### config.mk
export PLATFORM = sky130hd
export DESIGN_NAME = dmem_bridge
export DESIGN_NICKNAME = d
export VERILOG_FILES = /design/src/rtl/dmem_bridge.sv
export SDC_FILE = /design/constraint.sdc
export NUM_CORES = 1
export LEC_CHECK = 0
export BUFFER_PORTS_ARGS = -buffer_cell sky130_fd_sc_hd__buf_2
export CORE_MARGIN = 2
export CORE_UTILIZATION = 49
export CTS_BUF_LIST = sky130_fd_sc_hd__clkbuf_4
export DETAILED_ROUTE_END_ITERATION = 10
export GPL_ROUTABILITY_DRIVEN = 0
export GPL_TIMING_DRIVEN = 1
export PLACE_DENSITY = 0.82
export SLEW_MARGIN = 30
export SYNTH_ARGS = -nofsm -noshare
export SYNTH_HDL_FRONTEND = slang
export SYNTH_SLANG_ARGS = --single-unit
### constraint.sdc
create_clock -name clk -period 3.5 [get_ports clk]
set_input_delay 0 -clock clk [delete_from_list [all_inputs] [get_ports clk]]
set_output_delay 0 -clock clk [all_outputs]
set_load 0.03 [all_outputs]
### src/rtl/dmem_bridge.sv
// dmem_bridge: turns a single-cycle memory-stage request into a registered
// valid/ready bus request, waits for the response, and reports data/error
// back to the core. The core is held in stall until the DONE state. A per-access
// timeout aborts accesses that hang on the bus.
module dmem_bridge #(
   parameter int TIMEOUT_CYCLES = 255
) (
   input  logic        clk,
   input  logic        rst,
   input  logic        core_req,
   input  logic        core_we,
   input  logic [31:0] core_addr,
   input  logic [31:0] core_wdata,
   input  logic [3:0]  core_be,
   output logic [31:0] core_rdata,
   output logic        core_stall,
   output logic        core_err,
   output logic        bus_valid,
   input  logic        bus_ready,
   output logic        bus_we,
   output logic [31:0] bus_addr,
   output logic [31:0] bus_wdata,
   output logic [3:0]  bus_be,
   input  logic        bus_resp_valid,
   input  logic [31:0] bus_resp_data,
   input  logic        bus_resp_err
);

   typedef enum logic [1:0] {IDLE, ADDR, RESP, DONE} state_t;

   localparam logic [7:0] TMO_LAST = 8'(TIMEOUT_CYCLES - 1);

   state_t     state, state_nxt;
   logic [7:0] tmo_cnt;
   logic       tmo_hit;
   logic       illegal;
   logic       accept;
   logic       resp_take;
   logic       timeout;
   logic       addr_lo_unused;

   // The bus is word addressed; the low address bits are dropped on capture.
   assign addr_lo_unused = ^core_addr[1:0];

   assign tmo_hit   = (tmo_cnt == TMO_LAST);
   // A store that writes no bytes is rejected without touching the bus.
   assign illegal   = (state == IDLE) && core_req && core_we && (core_be == 4'b0000);
   assign accept    = (state == IDLE) && core_req && !illegal;
   assign resp_take = (state == RESP) && bus_resp_valid;
   // Only a response beats the timeout; a late bus_ready still aborts.
   assign timeout   = ((state == ADDR) || (state == RESP)) && tmo_hit && !resp_take;

   assign bus_valid  = (state == ADDR);
   assign core_stall = core_req && (state != DONE);

   // State register.
   always_ff @(posedge clk or posedge rst) begin
      if (rst) state <= IDLE;
      else     state <= state_nxt;
   end

   // Next-state selection.
   always_comb begin
      state_nxt = state;
      unique case (state)
         IDLE: begin
            if (illegal)     state_nxt = DONE;
            else if (accept) state_nxt = ADDR;
         end
         ADDR: begin
            if (timeout)        state_nxt = DONE;
            else if (bus_ready) state_nxt = RESP;
         end
         RESP: begin
            if (resp_take || timeout) state_nxt = DONE;
         end
         DONE: state_nxt = IDLE;
         default: state_nxt = IDLE;
      endcase
   end

   // Request capture, timeout counter and result registers.
   always_ff @(posedge clk or posedge rst) begin
      if (rst) begin
         bus_we     <= 1'b0;
         bus_addr   <= '0;
         bus_wdata  <= '0;
         bus_be     <= '0;
         tmo_cnt    <= '0;
         core_rdata <= '0;
         core_err   <= 1'b0;
      end else begin
         if (accept) begin
            bus_we    <= core_we;
            bus_addr  <= {core_addr[31:2], 2'b00};
            bus_wdata <= core_wdata;
            bus_be    <= core_be;
            tmo_cnt   <= '0;
         end else if ((state == ADDR) || (state == RESP)) begin
            tmo_cnt <= tmo_cnt + 8'd1;
         end

         if (illegal) begin
            core_err <= 1'b1;
         end else if (resp_take) begin
            core_err <= bus_resp_err;
            if (!bus_we) core_rdata <= bus_resp_data;
         end else if (timeout) begin
            core_err   <= 1'b1;
            core_rdata <= '0;
         end
      end
   end

endmodule

==> results.md, run 1 <==
* Status: finished clean
* Hold Fails Final Rpt at 0
* WHS at 66.3 ps
* Post-CTS Resized at 0
* Min-delay worst type: input pin to flip-flop
* Grt ovf at 0
* WS Path Type: flip-flop to flip-flop
* Clock buffer depth at 2
* Synth top area share at 55.7%
* Vias at 3881
* Setup violators final at 0
* R2r setup slk at 730 ps
* Layout cells sized above 1 at 51.6%
* CTS tree: done
* Pleak at 3.80 nW
* Filler cells at 599
* Max-Cap Viols at 0
* Register area share after synthesis at 55.7%
* Clock Sinks at 110
* Critical Path Sink Type: flip-flop
* CTS Root Cell: clkbuf_4
* Critical path startpoint category: flip-flop
* Die Y at 104 um
* P_sw at 2.86 mW
* Max_slew headroom at 50.5%
* Final setup TNS at 0 ps
* Cells after Synth at 326
* Compound-gate portion of the synthesized area at 1.90%
* Layout Skew at 14.7 ps
* WL final at 14.3 mm
* Final worst slack at 733 ps
* Antenna-violating nets left at 0
* Total die area at 10900 um^2
* Most common cell after layout, fill and taps aside: buf_2
* # IOs at 211
* Final period util at 79.0%
* Logic pwr share at 54.6%
* Largest net degree at the start of global routing at 85
* Final instance area at 7180 um^2
* FMAX at 361 MHz
* Final Power at 6.37 mW
* Initial detailed-routing violation count at 202
* Initial DRT Pass Iterations at 4
* CTS Buf Count at 9
* Detailed Place HPWL at 7.89 mm
* Synth unique cells at 34
* Reg clk slew, reported paths at 170 ps
* Synthesized cell area at 4940 um^2
* Setup bufs post-CTS at 0
* Post-synthesis mux area share at 27.3%
* Synth Area in XOR/XNOR at 1.24%
* RSZ-0062 raised after global routing: false
* Synthesized area per cell at 15.2 um^2
* Adder-cell area share of the yosys netlist at 1.77%
* Port-buffer cells at 206
* Place WS at 779 ps
* # hold bufs at CTS at 103
* Initial antenna violation count at 1
* Chip Width at 104 um
* Core area at 9770 um^2
* Max VDD drop at 0.455 mV
* Pins Over Slew Limit at 0
* Yosys warns at 0
* Via density at 5.03
* Routed len/inst at 18.5 um
* WP data arrival at 3130 ps
* PwrDens at 887 nW/um^2
* Clock Power Share at 10.2%
* Largest family of logic cells by synthesized area: multiplexers
* Crit path time final at 2770 ps
* Rows at 36
* Cell internal pwr at 3.50 mW
* Area Growth Syn to Fin at 45.3%
* Starting Density at 50.5%
* Total GRT Usage at 26.7%
* Most frequent cells in the layout: buf_2, dfrtp_1, dlygate4sd3_1
* First-pass GRT wire length at 22.8 mm
* Placed insts at 651
* Synth Area in Simple Gates at 7.22%
* Placed inst area at 5980 um^2
* Switch share at 45.0%
* Crit Path Max Fanout at 39
* Vias in the first global route at 4273
* Finished Layout Cells at 772
* Residual DRC count at 0
* Worst skew pair latency at 460 ps
* Sequential share of power at 35.1%
* Final core utilization at 73.4%
* Top cells by area, synth: dfrtp_1, mux2_4, mux2_2
* CTS H-tree depth at 3
* Final net count at 747
* Synth area leader: dfrtp_1
* Flops & latches, synth at 110
* Critical Path RT at 3870 ps
* Tightest Pin Transition at 743 ps
==> registers in the layout (all words and copies together) (netlist names) <==
name,flops
bus_addr,30
bus_be,4
bus_wdata,32
bus_we,1
core_err,1
core_rdata,32
state,2
tmo_cnt,8
==> cells in the mapped netlist (all sizes together) <==
cell / n
nand4b: 1
a22oi: 2
a32o: 2
a311oi: 1
o21a: 2
xor2: 3
or4: 1
nand2: 3
nor3b: 1
nand3: 3
o21ai: 4
conb: 1
nand4: 4
nor3: 1
nor2: 13
dfrtp: 110
and3: 33
clkbuf: 6
xnor2: 4
ha: 7
mux2i: 1
nand2b: 1
buf: 14
a211oi: 2
mux2: 98
inv: 7
nor2b: 1
==> critical path, cell delays in order (launching register included) <==
cell	delay [ps]
dfrtp_1	450
inv_1	150
ha_1	300
nand4b_1	130
or4_4	480
and3_4	350
buf_16	270
buf_4	210
mux2_4	310
==> power by group through the flow <==
stage / registers (mW) / logic, mW / clock network, mW
CTS: 2.19 / 3.42 / 0.655
floorplan: 3.29 / 1.39 / 0
global route: 2.29 / 3.64 / 0.719
finish: 2.24 / 3.48 / 0.652
detailed placement: 2.21 / 3.30 / 0
global placement: 2.16 / 3.24 / 0
==> logic make-up after synthesis <==
family | after synthesis
and+or+nand+nor | 62
DFF | 110
xor gates and xnor gates | 7
AOI/OAI and AO/OA | 13
other | 1
muxes | 99
adders and majority gates | 7
buffers and inverters | 27
==> area by class of cell <==
cell class	count	area (um^2)	share of cell area (%)
repair buffers	315	2130	29.6
clock buffers	9	67.6	0.941
inverters	7	31.3	0.436
diodes	1	2.50	0.0349
multi-input cells	190	1960	27.3
flip-flops and latches	110	2750	38.4
clock inverters	7	72.6	1.01
well taps	133	166	2.32
==> metal layers <==
metal / wire length, um / track usage (%) / vias up
met5: 0 / 0 / -
met4: 447 / 11.3 / 0
met3: 873 / 5.83 / 37
met2: 7210 / 45.9 / 179
met1: 5760 / 32.2 / 1909
li1: - / - / 1756
==> path summary, 6_finish.rpt <==
kind | cells after the start | start | end
worst max-delay path | 8 | state[1] | bus_wdata[23]
worst min-delay path | 4 | core_req | core_err
worst max register to register | 8 | state[1] | bus_wdata[23]
worst min register to register | 1 | core_rdata[9] | core_rdata[9]
max in group asynchronous | 4 | rst | bus_be[1]
min in group asynchronous | 3 | rst | core_rdata[24]
Power figures use the tool's default switching activity.
==> inputs of run 2 (changes only) <==
--- a/config.mk
+++ b/config.mk
@@ -7,12 +7,12 @@
 export LEC_CHECK = 0
 export BUFFER_PORTS_ARGS = -buffer_cell sky130_fd_sc_hd__buf_2
 export CORE_MARGIN = 2
-export CORE_UTILIZATION = 49
+export CORE_UTILIZATION = 45
 export CTS_BUF_LIST = sky130_fd_sc_hd__clkbuf_4
 export DETAILED_ROUTE_END_ITERATION = 10
 export GPL_ROUTABILITY_DRIVEN = 0
 export GPL_TIMING_DRIVEN = 1
-export PLACE_DENSITY = 0.82
+export PLACE_DENSITY = 0.79
 export SLEW_MARGIN = 30
 export SYNTH_ARGS = -nofsm -noshare
 export SYNTH_HDL_FRONTEND = slang
==> constraint.sdc (replaced) <==
create_clock -name clk -period 2.5 [get_ports clk]
set_input_delay 0 -clock clk [delete_from_list [all_inputs] [get_ports clk]]
set_output_delay 0 -clock clk [all_outputs]
set_load 0.03 [all_outputs]
==> run 2 against run 1 <==
Net effect: non-clock buffer count up 3; critical path depth fell by 1; largest power group unchanged; critical path type unchanged; die area is 8.5% higher; combinational power increased by 38%; fmax grew 18%; register-to-register slack worse by 580 ps; via count decreased by 2.5%; sequential share of layout area is 0.087 points lower; highest routed layer unchanged; worst setup slack got worse by 580 ps; worst hold slack improved by 0.97 ps; final cell count rose by 1.3%.
==> results.md, run 2 (synthesis results as in run 1) <==
* Most common cell after layout, fill and taps aside: buf_2 (unchanged)
* Placed inst area at 6040 um^2 (was 5980 um^2)
* Via density at 4.84 (was 5.03)
* # hold bufs at CTS at 104 (was 103)
* Largest net degree at the start of global routing at 111 (was 85)
* Layout Skew at 21.1 ps (was 14.7 ps)
* Die Y at 109 um (was 104 um)
* Setup violators final at 0 (unchanged)
* CTS Buf Count at 9 (unchanged)
* # IOs at 211 (unchanged)
* Clock Power Share at 8.8% (was 10.2%)
* FMAX at 425 MHz (was 361 MHz)
* Min-delay worst type: input pin to flip-flop (unchanged)
* Worst R2R Start: state[0] (was state[1])
* Cell count of the worst hold path at 3 (was 4)
* Antenna-violating nets left at 0 (unchanged)
* Chip Width at 109 um (was 104 um)
* Setup bufs post-CTS at 0 (unchanged)
* Crit path time final at 2350 ps (was 2770 ps)
* WL final at 12.9 mm (was 14.3 mm)
* Worst skew pair latency at 440 ps (was 460 ps)
* Pleak at 3.81 nW (was 3.80 nW)
* CTS H-tree depth at 3 (unchanged)
* Residual DRC count at 0 (unchanged)
* P_sw at 3.85 mW (was 2.86 mW)
* PwrDens at 1200 nW/um^2 (was 887 nW/um^2)
* WP data arrival at 2680 ps (was 3130 ps)
* RR Endpoint: bus_wdata[27] (was bus_wdata[23])
* Sequential share of power at 35.7% (was 35.1%)
* Max-Cap Viols at 0 (unchanged)
* Min-delay src: core_req (unchanged)
* CTS tree: done (unchanged)
* RSZ-0062 raised after global routing: false (unchanged)
* Tightest Pin Transition at 586 ps (was 743 ps)
* Max VDD drop at 0.738 mV (was 0.455 mV)
* Grt ovf at 0 (unchanged)
* Hold Fails Final Rpt at 0 (unchanged)
* Core area at 10800 um^2 (was 9770 um^2)
* R2r setup slk at 150 ps (was 730 ps)
* Final instance area at 7190 um^2 (was 7180 um^2)
* Area Growth Syn to Fin at 45.6% (was 45.3%)
* Initial DRT Pass Iterations at 4 (unchanged)
* Vias in the first global route at 3915 (was 4273)
* Switch share at 44.4% (was 45.0%)
* Most frequent cells in the layout: buf_2, dfrtp_1, dlygate4sd3_1 (unchanged)
* Final setup TNS at 0 ps (unchanged)
* Placed insts at 661 (was 651)
* Max_slew headroom at 60.9% (was 50.5%)
* Clock buffer depth at 2 (unchanged)
* CTS Root Cell: clkbuf_4 (unchanged)
* WS Path Type: flip-flop to flip-flop (unchanged)
* Port-buffer cells at 206 (unchanged)
* Final period util at 94.0% (was 79.0%)
* Pins Over Slew Limit at 0 (unchanged)
* Finished Layout Cells at 782 (was 772)
* Largest regs: bus_wdata (32), core_rdata (32), bus_addr (30) (unchanged)
* Reg clk slew, reported paths at 170 ps (about the same)
* First-pass GRT wire length at 19.8 mm (was 22.8 mm)
* R2R depth at 7 (was 8)
* Total GRT Usage at 21.8% (was 26.7%)
* Min-Delay Endpoint: bus_we (was core_err)
* Total die area at 11800 um^2 (was 10900 um^2)
* Cell internal pwr at 4.82 mW (was 3.50 mW)
* Final Power at 8.67 mW (was 6.37 mW)
* Crit Path Max Fanout at 32 (was 39)
* Starting Density at 45.8% (was 50.5%)
* Vias at 3783 (was 3881)
* Critical path startpoint category: flip-flop (unchanged)
* Critical Path Sink Type: flip-flop (unchanged)
* Rows at 38 (was 36)
* Initial antenna violation count at 0 (was 1)
* Status: finished clean (unchanged)
* Final net count at 750 (was 747)
* Critical Path RT at 2830 ps (was 3870 ps)
* Post-CTS Resized at 0 (unchanged)
* Clock Sinks at 110 (unchanged)
* Routed len/inst at 16.5 um (was 18.5 um)
* Layout cells sized above 1 at 51.3% (was 51.6%)
* Initial detailed-routing violation count at 196 (was 202)
* Detailed Place HPWL at 7.61 mm (was 7.89 mm)
* Logic pwr share at 55.5% (was 54.6%)
## run 2: per-layer routing
layer / track usage [%] / part of all wire (%) / vias to the layer above
li1: - / - / 1764
met1: 25.5 / 39 / 1870
met2: 39.0 / 53 / 139
met3: 5.56 / 7.3 / 10
met4: 7.60 / 0.94 / 0
met5: 0 / 0 / -
## run 2: power groups by stage
stage / Sequential (mW) / Clock, mW / Combinational [mW]
floorplan: 4.60 / 0 / 1.95
global placement: 3.04 / 0 / 4.53
detailed placement: 3.10 / 0 / 4.63
CTS: 3.07 / 0.812 / 4.81
global route: 3.18 / 0.878 / 5.09
finish: 3.09 / 0.765 / 4.81
## run 2: worst max path at each step
stage	start	end	slack, ps	cells past startpoint
final	state[0]	bus_wdata[27]	150	7
after global routing	state[0]	bus_wdata[27]	50	7
after CTS	state[0]	bus_addr[19]	130	7
after detailed placement	state[0]	bus_wdata[4]	160	7
after global placement	state[0]	bus_addr[19]	220	7
after floorplan	state[0]	bus_addr[10]	330	8
## run 2: area by class of cell
cell class | instances | area, um^2
clock inverter | 7 | 38.8
timing repair buffer | 318 | 2170
tap | 140 | 175
fill | 734 | 3600
sequential | 110 | 2750
clock buffer | 9 | 67.6
multi-input combinational | 190 | 1960
antenna | 1 | 2.50
inverter | 7 | 30.0
## run 2: per-stage QoR
step                utilization, %  setup WS (ps)  hold WS [ps]
global placement              56.0            222           217
global route                  66.6           53.9          36.8
detailed placement            56.0            160           221
CTS                           66.6            135          25.3
finish                        66.6            149          67.2
floorplan                        -            329           148
## run 2: worst max-delay path, cell delays in order (launching register included)
cell and delay (ps):
dfrtp_1 440, inv_1 160, ha_1 190, nand4b_1 90, or4_4 460, and3_4 320, buf_12 230, mux2_4 330
==> inputs of run 3 (changes only) <==
--- a/config.mk
+++ b/config.mk
@@ -12,7 +12,7 @@
 export DETAILED_ROUTE_END_ITERATION = 10
 export GPL_ROUTABILITY_DRIVEN = 0
 export GPL_TIMING_DRIVEN = 1
-export PLACE_DENSITY = 0.79
+export PLACE_DENSITY = 0.85
 export SLEW_MARGIN = 30
 export SYNTH_ARGS = -nofsm -noshare
 export SYNTH_HDL_FRONTEND = slang
==> constraint.sdc (replaced) <==
create_clock -name clk -period 2.5 [get_ports clk]
set_input_delay 0 -clock clk [delete_from_list [all_inputs] [get_ports clk]]
set_output_delay 0 -clock clk [all_outputs]
set_load 0.1 [all_outputs]
==> run 3 against run 2 <==
Net effect: cell area rose by 0.52%; clock-buffer cell count is the same; wire length increased by 0.77%; via count is 0.95% higher; sequential share of layout area is 0.20 points lower; final cell count unchanged; largest cell class unchanged; highest routed layer unchanged.
==> results.md, run 3 (synthesis results as in run 1) <==
* Status: finished clean (unchanged)
* M2 GR Usage at 40.5% (was 39.0%)
* WS Path Type: flip-flop to flip-flop (unchanged)
* WL final at 13.0 mm (was 12.9 mm)
* # IOs at 211 (unchanged)
* Tightest Pin Transition at 622 ps (was 586 ps)
* R2R depth at 7 (unchanged)
* Total GRT Usage at 21.8% (about the same)
* Crit path time final at 2390 ps (was 2350 ps)
* Starting Density at 45.8% (unchanged)
* Critical Path Sink Type: flip-flop (unchanged)
* CTS Root Cell: clkbuf_4 (unchanged)
* Largest regs: bus_wdata (32), core_rdata (32), bus_addr (30) (unchanged)
* Port-buffer cells at 206 (unchanged)
* Cell count of the worst hold path at 4 (was 3)
* Setup violators final at 0 (unchanged)
* Most common cell after layout, fill and taps aside: buf_2 (unchanged)
* Vias at 3819 (was 3783)
* Die Y at 109 um (unchanged)
* CTS tree: done (unchanged)
* Routed len/inst at 16.6 um (was 16.5 um)
* Vias in the first global route at 4069 (was 3915)
* Clock Sinks at 110 (unchanged)
* Largest net degree at the start of global routing at 111 (unchanged)
* Worst skew pair latency at 460 ps (was 440 ps)
* RSZ-0062 raised after global routing: false (unchanged)
* Hold Fails Final Rpt at 0 (unchanged)
* Layout Skew at 26.4 ps (was 21.1 ps)
* Chip Width at 109 um (unchanged)
* Total die area at 11800 um^2 (unchanged)
* CTS H-tree depth at 3 (unchanged)
* Critical path startpoint category: flip-flop (unchanged)
* Final net count at 749 (was 750)
* Core area at 10800 um^2 (unchanged)
* CTS Buf Count at 9 (unchanged)
* FMAX at 418 MHz (was 425 MHz)
* Most frequent cells in the layout: buf_2, dfrtp_1, dlygate4sd3_1 (unchanged)
* First-pass GRT wire length at 20.0 mm (was 19.8 mm)
* Initial detailed-routing violation count at 195 (was 196)
* Reg clk slew, reported paths at 170 ps (about the same)
* Grt ovf at 0 (unchanged)
* Final setup TNS at 0 ps (unchanged)
* Most Crowded Layer GR: met2 (unchanged)
* Met1 GRT Util at 24.7% (was 25.5%)
* Critical Path RT at 2850 ps (was 2830 ps)
* Crit Path Max Fanout at 23 (was 32)
* Residual DRC count at 0 (unchanged)
* Detailed Place HPWL at 7.84 mm (was 7.61 mm)
* Final period util at 95.7% (was 94.0%)
* Via density at 4.88 (was 4.84)
* Max-Cap Viols at 0 (unchanged)
* Initial antenna violation count at 1 (was 0)
* Pins Over Slew Limit at 0 (unchanged)
* Layout cells sized above 1 at 51.6% (was 51.3%)
* Initial DRT Pass Iterations at 4 (unchanged)
* Met3 Usage GRT at 5.08% (was 5.56%)
* WP data arrival at 2740 ps (was 2680 ps)
* Clock buffer depth at 2 (unchanged)
* Min-delay worst type: input pin to flip-flop (unchanged)
* Antenna-violating nets left at 0 (unchanged)
* Setup bufs post-CTS at 0 (unchanged)
* Filler cells at 726 (was 734)
* Area Growth Syn to Fin at 46.4% (was 45.6%)
* Max_slew headroom at 58.4% (was 60.9%)
* Rows at 38 (unchanged)
run 3: final cells by class:
class | instances | area, um^2 | area share, %
Sequential cell | 110 | 2750 | 38.1
Timing Repair Buffer | 317 | 2170 | 30.0
Multi-Input combinational cell | 190 | 1960 | 27.1
Tap cell | 140 | 175 | 2.42
Clock inverter | 7 | 71.3 | 0.986
Clock buffer | 9 | 67.6 | 0.934
Inverter | 7 | 30.0 | 0.415
Antenna cell | 2 | 5.00 | 0.0692
run 3: timing repair:
item                       in CTS  in global routing
hold endpoints to repair      210                  0
resized for setup               0                  0
hold buffers                  103                  0
setup endpoints to repair       0                  0
run 3: worst max-delay path, cell delays in order (launching register included):
cell and delay (ps):
dfrtp_1 450, inv_1 160, ha_1 200, nand4b_1 90, or4_4 470, and3_4 360, buf_12 240, mux2_4 310
run 3: per-stage QoR:
step	cells	setup WS, ps	utilization, %	hold WS, ps	instance area, um^2
global placement	661	241	56.1	215	6060
CTS	780	104	66.9	30.4	7230
global route	782	32.6	67.0	58.5	7230
floorplan	327	328	-	148	4950
detailed placement	661	137	56.1	234	6060
finish	782	108	67.0	53.8	7230
run 3: routing by layer:
layer	part of all wire, %	vias up	wire [um]
met5	0	-	0
met4	2.2	0	281
met3	6.0	22	775
met2	53	145	6960
met1	38	1889	5000
li1	-	1763	-
run 3: worst paths after layout:
kind / from / slack [ps] / endpoint
max reg2reg: state[0] / 110 / bus_wdata[17]
max in group asynchronous: rst / 1800 / core_rdata[6]
min: core_req / 50 / core_err
max: state[0] / 110 / bus_wdata[17]
min reg2reg: core_rdata[25] / 520 / core_rdata[25]
min in group asynchronous: rst / 230 / bus_addr[3]
Power of run 3 is not shown: default switching activity piles up to over one toggle a cycle in this logic, so the estimate is an artifact.
